### src/rtl/nanop_mem_resp_if.sv
// rtl/nanop_mem_resp_if.sv - processor bus, loader stream and output port bundle for nanop_mem_resp
interface nanop_mem_resp_if;
    logic [7:0] addr;
    logic [7:0] data_w;
    logic       write;
    logic [7:0] data_r;
    logic       cpu_hold;
    logic       ld_valid;
    logic [7:0] ld_data;
    logic       ld_last;
    logic       ld_ready;
    logic [7:0] out_port;
    logic       out_strobe;

    modport master (
        output addr,
        output data_w,
        output write,
        input  data_r,
        input  cpu_hold,
        output ld_valid,
        output ld_data,
        output ld_last,
        input  ld_ready,
        input  out_port,
        input  out_strobe
    );

    modport slave (
        input  addr,
        input  data_w,
        input  write,
        output data_r,
        output cpu_hold,
        input  ld_valid,
        input  ld_data,
        input  ld_last,
        output ld_ready,
        output out_port,
        output out_strobe
    );
endinterface

### src/rtl/nanop_mem_resp.sv
// rtl/nanop_mem_resp.sv - nanoprocessor memory responder with byte loader and output port (optional NANOP_MEM_RELOAD_EN)
module nanop_mem_resp #(
    parameter int         DEPTH    = 256,
    parameter logic [7:0] OUT_ADDR = 8'hFF
) (
    input logic             clk,
    input logic             reset,
`ifdef NANOP_MEM_RELOAD_EN
    input logic             reload,
`endif
    nanop_mem_resp_if.slave bus
);
    localparam int AW = (DEPTH > 1) ? $clog2(DEPTH) : 1;

    typedef enum logic {
        ST_LOAD = 1'b0,
        ST_RUN  = 1'b1
    } state_t;

    state_t        state;
    state_t        state_next;
    logic [AW-1:0] ptr;
    logic [AW-1:0] ptr_next;
    logic [AW-1:0] ptr_inc;
    logic          ptr_at_end;
    logic [AW-1:0] bus_idx;
    logic          load_fire;
    logic          run_write;
    logic          out_hit;
    logic          hold;
    logic          ready;
    logic          reload_req;

    logic [7:0]    mem [DEPTH];

    // Addresses beyond the store alias back into it.
    assign bus_idx    = AW'(32'(bus.addr) % 32'(DEPTH));
    assign ptr_at_end = (ptr == AW'(DEPTH - 1));
    assign ptr_inc    = ptr_at_end ? '0 : ptr + AW'(1);
    assign out_hit    = run_write && (bus.addr == OUT_ADDR);

`ifdef NANOP_MEM_RELOAD_EN
    assign reload_req = reload;
`else
    assign reload_req = 1'b0;
`endif

    assign bus.cpu_hold = hold;
    assign bus.ld_ready = ready;

    // State and load pointer; reset restarts loading from address 0.
    always_ff @(posedge clk or posedge reset) begin
        if (reset) begin
            state <= ST_LOAD;
            ptr   <= '0;
        end else begin
            state <= state_next;
            ptr   <= ptr_next;
        end
    end

    // Next state, load pointer and per-cycle strobes.
    always_comb begin
        state_next = state;
        ptr_next   = ptr;
        load_fire  = 1'b0;
        run_write  = 1'b0;
        hold       = 1'b1;
        ready      = 1'b1;
        case (state)
            ST_LOAD: begin
                hold  = 1'b1;
                ready = 1'b1;
                if (bus.ld_valid) begin
                    load_fire = 1'b1;
                    ptr_next  = ptr_inc;
                    // A full store ends the load even without ld_last.
                    if (bus.ld_last || ptr_at_end) begin
                        state_next = ST_RUN;
                    end
                end
            end
            ST_RUN: begin
                hold      = 1'b0;
                ready     = 1'b0;
                run_write = bus.write;
                // The write presented alongside reload still lands.
                if (reload_req) begin
                    state_next = ST_LOAD;
                    ptr_next   = '0;
                end
            end
            default: begin
                state_next = ST_LOAD;
                ptr_next   = '0;
            end
        endcase
    end

    // Storage array; contents survive reset so only writes modify it.
    always_ff @(posedge clk) begin
        if (!reset) begin
            if (load_fire) begin
                mem[ptr] <= bus.ld_data;
            end else if (run_write) begin
                mem[bus_idx] <= bus.data_w;
            end
        end
    end

    // Registered read port; returns pre-write contents on a same-address write.
    always_ff @(posedge clk or posedge reset) begin
        if (reset) begin
            bus.data_r <= 8'h00;
        end else if (state == ST_RUN) begin
            bus.data_r <= mem[bus_idx];
        end
    end

    // Memory-mapped output port with a one-cycle strobe per write.
    always_ff @(posedge clk or posedge reset) begin
        if (reset) begin
            bus.out_port   <= 8'h00;
            bus.out_strobe <= 1'b0;
        end else begin
            bus.out_strobe <= out_hit;
            if (out_hit) begin
                bus.out_port <= bus.data_w;
            end
        end
    end
endmodule

### src/flat_wrapper.sv
// flat-port wrapper written by rule: the top's interface ports become plain ports
module nanop_mem_resp_flat 
#(
    parameter int         DEPTH    = 256,
    parameter logic [7:0] OUT_ADDR = 8'hFF
)
  (clk, reset, bus_addr, bus_data_w, bus_write, bus_data_r, bus_cpu_hold, bus_ld_valid, bus_ld_data, bus_ld_last, bus_ld_ready, bus_out_port, bus_out_strobe);
  nanop_mem_resp_if bus_i ();
  input logic clk;
  input logic reset;
  input wire logic [$bits(bus_i.addr)-1:0] bus_addr;
  input wire logic [$bits(bus_i.data_w)-1:0] bus_data_w;
  input wire logic [$bits(bus_i.write)-1:0] bus_write;
  output wire logic [$bits(bus_i.data_r)-1:0] bus_data_r;
  output wire logic [$bits(bus_i.cpu_hold)-1:0] bus_cpu_hold;
  input wire logic [$bits(bus_i.ld_valid)-1:0] bus_ld_valid;
  input wire logic [$bits(bus_i.ld_data)-1:0] bus_ld_data;
  input wire logic [$bits(bus_i.ld_last)-1:0] bus_ld_last;
  output wire logic [$bits(bus_i.ld_ready)-1:0] bus_ld_ready;
  output wire logic [$bits(bus_i.out_port)-1:0] bus_out_port;
  output wire logic [$bits(bus_i.out_strobe)-1:0] bus_out_strobe;
  assign bus_i.addr = bus_addr;
  assign bus_i.data_w = bus_data_w;
  assign bus_i.write = bus_write;
  assign bus_data_r = bus_i.data_r;
  assign bus_cpu_hold = bus_i.cpu_hold;
  assign bus_i.ld_valid = bus_ld_valid;
  assign bus_i.ld_data = bus_ld_data;
  assign bus_i.ld_last = bus_ld_last;
  assign bus_ld_ready = bus_i.ld_ready;
  assign bus_out_port = bus_i.out_port;
  assign bus_out_strobe = bus_i.out_strobe;
  nanop_mem_resp #(.DEPTH(DEPTH), .OUT_ADDR(OUT_ADDR)) u_core (.clk(clk), .reset(reset), .bus(bus_i));
endmodule
### config.mk
export PLATFORM = sky130hd
export DESIGN_NAME = nanop_mem_resp_flat
export DESIGN_NICKNAME = d
export VERILOG_FILES = /design/src/rtl/nanop_mem_resp_if.sv /design/src/rtl/nanop_mem_resp.sv /design/src/flat_wrapper.sv
export SDC_FILE = /design/constraint.sdc
export NUM_CORES = 2
export LEC_CHECK = 0
export BUFFER_PORTS_ARGS = -buffer_cell sky130_fd_sc_hd__buf_4
export CAP_MARGIN = 10
export CORE_MARGIN = 5
export CORE_UTILIZATION = 35
export CTS_BUF_LIST = sky130_fd_sc_hd__clkbuf_8
export CTS_CLUSTER_SIZE = 14
export DETAILED_ROUTE_END_ITERATION = 12
export PLACE_DENSITY_LB_ADDON = 0.25
export SLEW_MARGIN = 30
export SYNTH_ARGS = -nofsm -noshare
export SYNTH_HDL_FRONTEND = slang
export SYNTH_SLANG_ARGS = --single-unit
### constraint.sdc
create_clock -name clk -period 11.9 [get_ports clk]
set_input_delay 0.595 -clock clk [delete_from_list [all_inputs] [get_ports clk]]
set_output_delay 0.595 -clock clk [all_outputs]
set_load 0.01 [all_outputs]
# ---- Word-level counts from Yosys, hierarchy flattened
# Memories as Yosys holds them, arrays and structs flattened. A register that Yosys moved wholly into a read port is not among the register bits.
# Cells that the tools add are included.
dict set report totals {
  reg_bits 18
  ramBits 2048
  in_bits 29
  memories 1
}
# name depth word_bits read_ports rd_clocked_by_memory_dff write_ports line
set mem_list {}
lappend mem_list {u_core.mem 256 8 1 1 1 nanop_mem_resp.sv:34} ;# logic [7:0] mem [DEPTH];
dict set report op_classes {
  n_addsub 1
  n_eq_ne 3
  muxes 20
  bitwise 1
  n_reduce_logical 4
}
# operator n
set ops {}
lappend ops {{two-way mux 8 bit} 5}
lappend ops {{== test 8 bit, second input constant} 2}
lappend ops {{two-way mux 1 bit} 13}
lappend ops {{adder 8 x 1 -> 8 bit, second input constant} 1}
lappend ops {{OR reduction 8 bit} 1}
lappend ops {{one-hot mux 1 bit (2 select lines)} 2}
lappend ops {{!= test 2 bit, second input constant} 1}
lappend ops {{AND reduction 2 bit} 1}
lappend ops {{logical AND 1 bit} 1}
lappend ops {{logical OR 1 bit} 1}
lappend ops {{NOT 1 bit} 1}

# ---- Longest topological paths before layout
dict set report logic_depth {
  depth_word 7
  mapped_depth 12
  mapped_depth_nobuf 7
}

# ---- Least setup slack after synthesis
# No wires, ideal clock.
dict set report synth_path {
  path_kind {in2reg}
  from {input port reset}
  to {memory u_core.mem[0][0], data pin}
  setup_time_ns 0.823
  arrival_time_ns 4.659
  setup_slack_ns 6.418
  stages 5
  path_buffers 1
  cell_sequence {inv_1 nand3_1 clkbuf_1 nand2_1 nand2_1}
}
dict set report synth_between {
  elab_chain_len 4
}
# element line
set synth_rtl {}
lappend synth_rtl {{start: declaration} flat_wrapper.sv:10} ;# input logic reset;
lappend synth_rtl {{two-way mux 1 bit} nanop_mem_resp.sv:102} ;# if (!reset) begin
lappend synth_rtl {{two-way mux 1 bit (implied by the code)} nanop_mem_resp.sv:106} ;# mem[bus_idx] <= bus.data_w;
lappend synth_rtl {{OR reduction 8 bit (no source line)} -}
lappend synth_rtl {{two-way mux 8 bit (no source line)} -}
lappend synth_rtl {{end: declaration} nanop_mem_resp.sv:34}
# Every way passes these cells.

# ---- Final worst setup path
dict set report layout_path {
  from {register u_core.state}
  to {memory u_core.mem[114][7], enable pin}
}
dict set report layout_between {
  elab_chain_len 7
  elab_cells_between_ends 12
  cone_classes {11 x mux; 1 x reduce/logical}
}
# element line
set layout_rtl {}
lappend layout_rtl {{start: declaration} nanop_mem_resp.sv:20} ;# state_t state;
lappend layout_rtl {{start signal: assignment} nanop_mem_resp.sv:57} ;# state <= state_next;
lappend layout_rtl {{two-way mux 1 bit} nanop_mem_resp.sv:70} ;# case (state)
lappend layout_rtl {{two-way mux 1 bit} nanop_mem_resp.sv:105} ;# end else if (run_write) begin
lappend layout_rtl {{two-way mux 1 bit} nanop_mem_resp.sv:103} ;# if (load_fire) begin
lappend layout_rtl {{two-way mux 1 bit} nanop_mem_resp.sv:102}
lappend layout_rtl {{two-way mux 1 bit (implied by the code)} nanop_mem_resp.sv:106}
lappend layout_rtl {{OR reduction 8 bit (no source line)} -}
lappend layout_rtl {{two-way mux 8 bit (no source line) or two-way mux 1 bit (tied branches)} -}
# Several ways; a longest one is shown, not always the timed one.

==> impl_metrics.sql <==
INSERT INTO impl_metrics (metric_group, metric, value, unit) VALUES
('cts', 'ctsHtreeMaxLevel', '5', ''),
('route', 'postRouteAntennaNets', '0', ''),
('placement', 'place.detailed.hpwl', '128000', 'um'),
('placement', 'port_buffers', '47', ''),
('worst_hold_path', 'hold_depth', '3', ''),
('setup_path', 'critPathRequiredTime', '12.51', 'ns'),
('route', 'routed_via_density', '5.41', ''),
('synthesis', 'synth_top_family_by_area', 'multiplexers', ''),
('synthesis', 'synthXorXnorAreaFrac', '0.0649', '%'),
('cts', 'cts.clk_slew.worst_paths', '0.06', 'ns'),
('route', 'wl_per_cell', '28.9', 'um'),
('cells_and_area', 'layout.area.seq', '0.0621', 'sq mm'),
('grt', 'gr_ovfl_total', '0', ''),
('floorplanning', 'core.rowCount', '176', ''),
('floorplanning', 'fp.dieW', '491', 'um'),
('synthesis', 'post_synth_fa_ha_maj_area_fraction', '0.0154', '%'),
('cells_and_area', 'final_cell_area', '0.0912', 'sq mm'),
('setup_path', 'cpPeakStageDelay', '0.85', 'ns'),
('outcome', 'status', 'complete, no violations', ''),
('worst_hold_path', 'timing.hold.worst.class', 'input pin to flop', ''),
('timing', 'worst_slew_pin_tran', '1.02', 'ns'),
('setup_path', 'worst_setup_path_startpoint', 'u_core.state$_DFF_PP0_', ''),
('synthesis', 'ys_seq_area_share', '76.7', '%'),
('cts', 'max-clock-path-buffers', '4', ''),
('cts', 'cts-root-buf', 'sky130_fd_sc_hd__clkbuf_8', ''),
('setup_path', 'worst_setup_end_kind', 'flop', ''),
('floorplanning', 'initial_core_utilization', '35.2', '%'),
('setup_path', 'crit_fanout', '21', ''),
('cts', 'cts-buffers-inserted', '352', ''),
('timing', 'rsz0062_at_grt', 'false', ''),
('synthesis', 'async_flop_share', '1.25', '%'),
('grt', 'pin_count_of_the_biggest_net_entering_global_routing', '187', ''),
('route', 'drc', '0', ''),
('synthesis', 'syn_nets', '3961', ''),
('synthesis', 'most_used_flip_flop_cell_after_synthesis', 'sky130_fd_sc_hd__edfxtp_1', ''),
('synthesis', 'syn-cell-area', '0.0810', 'sq mm'),
('floorplanning', 'dieHeight', '491', 'um'),
('timing', 'final.min_clock_period', '4.90', 'ns'),
('route', 'drt-pass1-iter-count', '7', ''),
('placement', 'place.gp.congestion', '0.805', ''),
('timing', 'timing.clock.skew', '0.0643', 'ns'),
('cells_and_area', 'nNetsFinal', '4217', ''),
('timing', 'timing.final.max_slew_violations', '0', ''),
('run', 'timing.max_cap.violations', '0', ''),
('setup_path', 'worstSetupPathType', 'flop to flop', ''),
('floorplanning', 'die_area', '0.241', 'sq mm'),
('synthesis', 'synth.yosys.warnings', '0', ''),
('timing', 'layout_worst_path_cycle_share', '41.2', '%'),
('setup_path', 'timing.critical_path.arrival', '5.51', 'ns'),
('setup_path', 'cp_slowest_cell', 'sky130_fd_sc_hd__nor2_2', ''),
('synthesis', 'ys_ff_latch', '2074', ''),
('worst_hold_path', 'worstHoldStart', 'bus_write', ''),
('placement', 'placement.cell_area', '0.0848', 'sq mm'),
('setup_path', 'cp_cell_instances', 'nand2_1 > nor2_2 > nand2_1 > o31ai_2 > nand3_1 > buf_4 > nor2_1', ''),
('cts', 'tritoncts_num_sinks', '2074', ''),
('synthesis', 'complex_gate_fraction_of_the_synthesized_area', '3.19', '%'),
('floorplanning', 'io-pin-count', '48', ''),
('cells_and_area', 'num-fill-cells', '20500', ''),
('setup_path', 'critical-path-top-cell-by-count', 'sky130_fd_sc_hd__nand2_1', ''),
('synthesis', 'synth-edff-count', '2048', ''),
('timing', 'timing.max_slew.rel_slack', '31.8', '%'),
('setup_path', 'timing.critical_path.max_delay_family', 'simple AND/OR/NAND/NOR gates', ''),
('cts', 'tritoncts', 'built', ''),
('timing', 'setup_tns', '0', 'ns'),
('synthesis', 'post_synth_num_cell_types', '52', ''),
('cells_and_area', 'final_layout_size_suffix_gt1_share', '24.3', '%'),
('synthesis', 'synth_area_per_cell', '20.6', 'sq um'),
('cts', 'worstSkewPairLatency', '1.04', 'ns'),
('route', 'routed-via-count', '40400', ''),
('synthesis', 'synthCells', '3931', ''),
('grt', 'antenna_violations_before_repair', '11', '');
-- metal layers --
metal	share of wire, %	wire length [um]	global-route usage [%]
met2	48	104000	28.5
met3	6.9	14800	3.42
met5	0	0	0
met4	2.7	5900	5.15
met1	42	90500	24.1
-- worst reg2reg max path, cell delays in order, from the launching register on --
cell and delay, ns:
sky130_fd_sc_hd__dfrtp_1 0.80, sky130_fd_sc_hd__nand2_1 0.33, sky130_fd_sc_hd__nor2_2 0.85, sky130_fd_sc_hd__nand2_1 0.16
sky130_fd_sc_hd__o31ai_2 0.25, sky130_fd_sc_hd__nand3_1 0.79, sky130_fd_sc_hd__buf_4 0.52, sky130_fd_sc_hd__nor2_1 0.78
-- through the flow --
step / cells / setup slack (ns)
finish: 7466 / 7.00
global route: 7464 / 6.85
CTS: 7459 / 7.11
detailed placement: 6846 / 6.39
global placement: 6845 / 6.35
floorplan: 3931 / 6.42
-- worst max path at each step --
stage                                       end  slack (ns)  cells past startpoint
2_1_floorplan        u_core.mem[0][0]$_DFFE_PP_        6.42                      5
5_1_grt            u_core.mem[115][7]$_DFFE_PP_        6.85                      7
4_1_cts            u_core.mem[114][7]$_DFFE_PP_        7.11                      7
6_report           u_core.mem[114][7]$_DFFE_PP_        7.00                      7
3_5_place_dp   u_core.bus.data_r[1]$_DFFE_PP0P_        6.39                     10
3_3_place_gp   u_core.bus.data_r[1]$_DFFE_PP0P_        6.35                     10
-- final cells by class --
cell class	instances	area share (%)
antenna	6	0.0165
clock buffer	365	5.51
clock inverter	236	1.29
inverter	3	0.0151
multi-input combinational	1617	19.5
sequential	2074	68.1
tap	3026	4.15
timing repair buffer	139	1.34
-- flip-flops by register name, indices dropped and copies added, names as in the netlist --
register               count
u_core.bus.data_r          8
u_core.bus.out_port        8
u_core.bus.out_strobe      1
u_core.mem              2048
u_core.ptr                 8
u_core.state               1
-- cell usage after synthesis (all sizes together), types with 7 or more instances --
cell	instances	area share (%)
mux2	38	0.53
mux4	443	12
nand4	8	0.062
a211oi	22	0.20
o211ai	10	0.093
edfxtp	2048	76
nand2	120	0.56
a22oi	64	0.59
a221oi	63	0.68
dfrtp	26	0.80
nand2b	24	0.19
nor2	282	1.3
a31oi	18	0.14
nand3b	7	0.065
nor2b	8	0.062
clkbuf	123	0.57
a21oi	51	0.32
o22ai	29	0.22
nand3	43	0.27
and2	7	0.054
buf	114	1.0
mux2i	231	2.9
o21ai	98	0.61
-- power by group --
group / total [mW] / internal [mW] / switching (mW)
clock network: 5.81 / 3.01 / 2.80
logic: 0.821 / 0.256 / 0.566
registers: 8.12 / 8.11 / 0.0131
total: 14.8 / 11.4 / 3.38
-- kinds of logic (layout without fill, tap and decap cells) --
family	count (synthesis)	count (layout)
simple gates	514	514
fa+ha+maj	1	1
xor+xnor	6	6
other cells	0	6
compound gates	384	384
buf+inv	240	743
mux	712	712
flops	2074	2074
-- cells in the final DEF, fill, tap and decap left out, types with 8 or more instances in the layout --
cell type and count:
sky130_fd_sc_hd__nand2b_1 23, sky130_fd_sc_hd__nand2_1 112, sky130_fd_sc_hd__dfrtp_1 26, sky130_fd_sc_hd__a31oi_1 18, sky130_fd_sc_hd__a221oi_1 63, sky130_fd_sc_hd__nand3_2 10, sky130_fd_sc_hd__a211oi_1 22, sky130_fd_sc_hd__clkinv_2 21
sky130_fd_sc_hd__edfxtp_1 2048, sky130_fd_sc_hd__clkinv_1 77, sky130_fd_sc_hd__o21ai_1 15, sky130_fd_sc_hd__mux2_2 38, sky130_fd_sc_hd__clkinvlp_4 8, sky130_fd_sc_hd__clkbuf_8 365, sky130_fd_sc_hd__bufinv_16 9, sky130_fd_sc_hd__a21oi_1 50
sky130_fd_sc_hd__mux4_2 443, sky130_fd_sc_hd__inv_1 123, sky130_fd_sc_hd__o22ai_1 29, sky130_fd_sc_hd__dlygate4sd3_1 12, sky130_fd_sc_hd__o211ai_1 10, sky130_fd_sc_hd__nor2_2 28, sky130_fd_sc_hd__buf_4 112, sky130_fd_sc_hd__nand3_1 31
sky130_fd_sc_hd__nand4_1 8, sky130_fd_sc_hd__o21ai_0 83, sky130_fd_sc_hd__nor2_1 253, sky130_fd_sc_hd__mux2i_1 231, sky130_fd_sc_hd__a22oi_1 64
-- what timing repair did --
action | in CTS | in global routing
endpoints found under the setup margin | 0 | 0
resized for setup | 0 | 0
endpoints found under the hold margin | 37 | 0
hold buffers | 12 | 0
setup buffers | 0 | 0
(Power assumes the default switching activity.)
